==> config.mk <==
export PLATFORM = sky130hd
export DESIGN_NAME = muldiv_sequencer
export DESIGN_NICKNAME = d
export VERILOG_FILES = /design/src/rtl/muldiv_sequencer.sv
export SDC_FILE = /design/constraint.sdc
export NUM_CORES = 1
export LEC_CHECK = 0
export CORE_ASPECT_RATIO = 2
export CORE_MARGIN = 8
export CORE_UTILIZATION = 52
export DETAILED_ROUTE_END_ITERATION = 8
export PLACE_DENSITY = 0.75
export SKIP_CTS_REPAIR_TIMING = 1
export SLEW_MARGIN = 15
export SYNTH_ARGS = -nofsm -noshare
export SYNTH_HDL_FRONTEND = slang
export SYNTH_SLANG_ARGS = --single-unit
==> constraint.sdc <==
create_clock -name clk -period 3.01 [get_ports clk]
set_clock_uncertainty 0.1 [all_clocks]
set_input_delay 0.7525 -clock clk [delete_from_list [all_inputs] [get_ports clk]]
set_output_delay 0.7525 -clock clk [all_outputs]
set_load 0.02 [all_outputs]
==> src/rtl/muldiv_sequencer.sv <==
// Iterative HI/LO multiply/divide unit: one shift-add or restoring
// shift-subtract step per cycle, then a single signed fixup cycle.
module muldiv_sequencer #(
  parameter int XLEN = 32
) (
  input  logic            clk,
  input  logic            rst_n,
  input  logic            start,
  input  logic [1:0]      op,
  input  logic [XLEN-1:0] a,
  input  logic [XLEN-1:0] b,
  input  logic            flush,
  input  logic            mf_req,
  input  logic            mt_hi,
  input  logic            mt_lo,
  input  logic [XLEN-1:0] mt_data,
  output logic            busy,
  output logic            stall_req,
  output logic            done,
  output logic            dbz,
  output logic [XLEN-1:0] hi,
  output logic [XLEN-1:0] lo
);

  localparam int CW = $clog2(XLEN);

  typedef enum logic [1:0] {
    IDLE,
    CALC,
    FIXUP,
    DONE
  } state_t;

  state_t          state, nextState;
  logic [CW-1:0]   cnt;
  logic            isDiv, isSigned;
  logic            negA, negB, dbzFlag;
  logic [XLEN:0]   acc;
  logic [XLEN-1:0] accLo;
  logic [XLEN-1:0] bReg;

  logic            accept, last;
  logic            inSigned, inNegA, inNegB;
  logic [XLEN-1:0] magA, magB;
  logic [XLEN:0]   sum, shl, diff;
  logic            ge;
  logic [XLEN:0]   stepAcc;
  logic [XLEN-1:0] stepLo;
  logic [2*XLEN-1:0] prod;
  logic [XLEN-1:0] quo, rem;
  logic [XLEN-1:0] resHi, resLo;

  assign accept   = (state == IDLE || state == DONE) && start && !flush;
  assign last     = (cnt == CW'(XLEN - 1));
  assign inSigned = !op[0];
  assign inNegA   = inSigned && a[XLEN-1];
  assign inNegB   = inSigned && b[XLEN-1];
  assign magA     = inNegA ? -a : a;
  assign magB     = inNegB ? -b : b;

  // Multiply keeps the multiplier in accLo and shifts the product in
  // from the top; divide shifts the dividend out of accLo into acc.
  always_comb begin
    sum     = acc + (accLo[0] ? {1'b0, bReg} : '0);
    shl     = {acc[XLEN-1:0], accLo[XLEN-1]};
    diff    = shl - {1'b0, bReg};
    ge      = shl >= {1'b0, bReg};
    stepAcc = '0;
    stepLo  = '0;
    if (isDiv) begin
      stepAcc = ge ? diff : shl;
      stepLo  = {accLo[XLEN-2:0], ge};
    end else begin
      stepAcc = {1'b0, sum[XLEN:1]};
      stepLo  = {sum[0], accLo[XLEN-1:1]};
    end
  end

  always_comb begin
    prod  = {acc[XLEN-1:0], accLo};
    quo   = accLo;
    rem   = acc[XLEN-1:0];
    resHi = '0;
    resLo = '0;
    if (isSigned && (negA ^ negB)) begin
      prod = -prod;
      quo  = -quo;
    end
    if (isSigned && negA)
      rem = -rem;
    if (isDiv) begin
      resHi = rem;
      resLo = dbzFlag ? '1 : quo;
    end else begin
      resHi = prod[2*XLEN-1:XLEN];
      resLo = prod[XLEN-1:0];
    end
  end

  always_comb begin
    nextState = state;
    busy      = (state != IDLE);
    stall_req = 1'b0;
    done      = 1'b0;
    dbz       = 1'b0;
    unique case (state)
      IDLE: if (accept) nextState = CALC;
      CALC: begin
        stall_req = mf_req || start || mt_hi || mt_lo;
        if (flush)     nextState = IDLE;
        else if (last) nextState = FIXUP;
      end
      FIXUP: begin
        stall_req = mf_req || start || mt_hi || mt_lo;
        nextState = flush ? IDLE : DONE;
      end
      DONE: begin
        done      = 1'b1;
        dbz       = dbzFlag;
        nextState = accept ? CALC : IDLE;
      end
      default: nextState = IDLE;
    endcase
  end

  always_ff @(posedge clk) begin
    if (!rst_n) begin
      state    <= IDLE;
      cnt      <= '0;
      isDiv    <= 1'b0;
      isSigned <= 1'b0;
      negA     <= 1'b0;
      negB     <= 1'b0;
      dbzFlag  <= 1'b0;
      acc      <= '0;
      accLo    <= '0;
      bReg     <= '0;
      hi       <= '0;
      lo       <= '0;
    end else begin
      state <= nextState;
      case (state)
        IDLE, DONE: begin
          if (accept) begin
            cnt      <= '0;
            isDiv    <= op[1];
            isSigned <= inSigned;
            negA     <= inNegA;
            negB     <= inNegB;
            dbzFlag  <= op[1] && (b == '0);
            acc      <= '0;
            accLo    <= op[1] ? magA : magB;
            bReg     <= op[1] ? magB : magA;
          end
          if (mt_hi) hi <= mt_data;
          if (mt_lo) lo <= mt_data;
        end
        CALC: begin
          acc   <= stepAcc;
          accLo <= stepLo;
          cnt   <= cnt + 1'b1;
        end
        FIXUP: begin
          if (!flush) begin
            hi <= resHi;
            lo <= resLo;
          end
        end
        default: ;
      endcase
    end
  end

endmodule
==> out/metrics.yaml <==
r2r-end: "acc[31]"
path_clk_slew_ns: 0.08
drt_iter0_drc: 1636
globalRouteTotalUtil_pct: 37.88
num-fill-cells: 2043
maxCapViolCount: 0
start_util_pct: 52.91
finalWorstSetupSlack_ns: -0.2514
outcome: "complete, but fails checks"
p_per_area_mw_per_mm2: 467.6
fin_cells: 2856
vias_per_cell: 6.393
crit_start: "accLo[0]"
post_route_cells_drive_above_1_share_pct: 27.34
slew_headroom_pct: 27.64
reg2reg_depth: 15
grt_overflow: 0
wl_per_cell_um: 24.07
dr.pass1.iters: 5
r2r_slack_ns: -0.25
die_area_mm2: 0.03397
postRouteAntennaNets: 0
max_freq_ghz: 0.3066
syn-num-nets: 2188
crit_end: "acc[31]"
via_count: 18259
p_total_mw: 10.06
synth_seq_area_share_pct: 23.76
worst_ir_drop_vdd_uv: 448.7
worstHoldPathType: "register to register"
end_kind: "register"
synth-edff-count: 0
wirelength_mm: 68.74
root_buffer: "clkbuf_16"
antenna_found_initial: 1
period_share_pct: 108.4
total_leakage_power_nw: 9.014
grt_pass1_wl_mm: 98.41
yosysTopAreaCell: "dfxtp_1"
worstSkewPairLatency_ns: 0.46
crit_fanout: 6
cts_sinks: 173
avgSynthCellArea_um2: 7.265
synth_top_area_share_pct: 23.76
finalSetupViolCount: 21
finalCriticalPeriod_ns: 3.261
io_pins: 173
synth_top_flop_cell: "dfxtp_1"
cp-start-kind: "register"
cts_tree: "yes"
drc_errors: 0
violations: "setup timing"
synthArstFlopShare_pct: 0
syn_inst: 2006
dp.cells: 2779
cts_buffers: 17
hpwl_mm: 52.00
syn-cell-area_mm2: 0.01457
die_width_um: 134.4
numPortBuffers: 172
htree_num_levels: 4
final_max_slew_viol_count: 0
tightestPinTransition_ns: 1.085
path_class: "register to register"
rsz0062_at_grt: "true"
yosysWarnings: 0
fin_nets: 2671
multi_input_area_mm2: 0.01153
core_area_mm2: 0.02755
synth_area_leaders: "dfxtp_1, a21oi_1, nor2_1"
fp.dieH_um: 252.8
rows: 86
regToRegStartpoint: "accLo[0]"
first_global_vias: 17617
ys_ff_latch: 173
final_cell_mix: "buf_4, a21oi_1, nor2_1, nand2_1, clkdlybuf4s50_1"
grt_max_degree: 95
syn_to_final_growth_pct: 47.69
gp_congestion: 1.068
seqCellArea_mm2: 0.003497
layout_commonest_cell: "buf_4"
cts_buffer_depth: 2
yosysUniqueCellTypes: 80
crit_arrival_ns: 3.52
hold_viol: 0
required_ns: 3.26
-- worst min-delay path by stage --
stage / startpoint / to / slack (ns) / cells after the start
floorplan: bReg[11] / bReg[11] / 0.33 / 2
global placement: lo[22] / lo[22] / 0.34 / 2
detailed placement: lo[22] / lo[22] / 0.34 / 2
CTS: lo[26] / lo[26] / 0.35 / 2
global route: lo[26] / lo[26] / 0.36 / 2
finish: lo[22] / lo[22] / 0.35 / 2
-- cell usage after synthesis (all sizes together), types with 21 or more instances --
master and instances:
a21oi 250, mux2i 40, ha 75, nand3 36, inv 67, a211oi 55, a21o 32, dfxtp 173
o211ai 29, mux2 21, nor3 41, a31oi 23, o21ai 156, nor2 251, nand2 187, clkbuf 108
xor2 82, xnor2 94
-- per-stage QoR --
step	hold WS (ns)	TNS (ns)	utilization (%)	cell area (um2)	setup WS, ns
after floorplan	0.3319	-0.05603	-	14650	-0.05603
after global placement	0.3381	-21.55	69.73	19210	-0.5403
after detailed placement	0.3444	-24.40	69.73	19210	-0.6276
after CTS	0.3528	-9.625	71.93	19810	-0.5116
after global routing	0.3646	-4.607	78.13	21520	-0.3249
final	0.3511	-1.645	78.14	21520	-0.2514
-- power by group --
part	switching (mW)	internal, mW	leakage (nW)
Combinational	2.73	2.18	7.30
Sequential	0.202	2.56	1.43
Clock	1.13	1.26	0.289
-- state kept, by name, summed over array words and instances, names as in the netlist --
signal    count
acc          33
bReg         32
dbzFlag       1
negA          1
isSigned      1
isDiv         1
state         2
cnt           5
negB          1
lo           32
hi           32
accLo        32
-- layer usage --
layer  part of all wire, %  vias to the layer above  GRT usage (%)
li1                      -                     8224              -
met1                    32                     8650          35.31
met2                    52                      994          69.75
met3                   6.5                      389          6.628
met4                   9.5                        2          31.95
met5                 0.077                        -              0
-- kinds of logic after synthesis --
logic type      count (synthesis)  share of synthesized area [%]
buf+inv                       192                          5.409
xor+xnor                      176                          10.58
compound gates                687                          29.38
flops                         173                          23.76
mux                            61                          4.370
fa+ha+maj                      77                          6.714
simple gates                  640                          19.79
-- area by class of cell --
| type | instances | share of cell area, % |
|---|---|---|
| antenna | 2 | 0.02325 |
| clock buffer | 19 | 2.011 |
| clock inverter | 13 | 0.7964 |
| inverter | 70 | 1.290 |
| multi-input combinational | 1641 | 53.55 |
| sequential | 173 | 16.25 |
| tap | 352 | 2.046 |
| timing repair buffer | 586 | 24.03 |
-- critical path, cell delays in order (launching register included) --
cell and delay (ns):
dfxtp_4 0.37, inv_6 0.08, buf_12 0.14, buf_12 0.13, nor2_4 0.03, ha_2 0.19
or3_4 0.40, o311ai_4 0.28, buf_6 0.16, a31oi_4 0.10, nor3_4 0.26, o21ai_2 0.10
a221oi_2 0.28, buf_4 0.16, xnor2_2 0.07, a221o_1 0.30
Power figures use the tool's default switching activity.
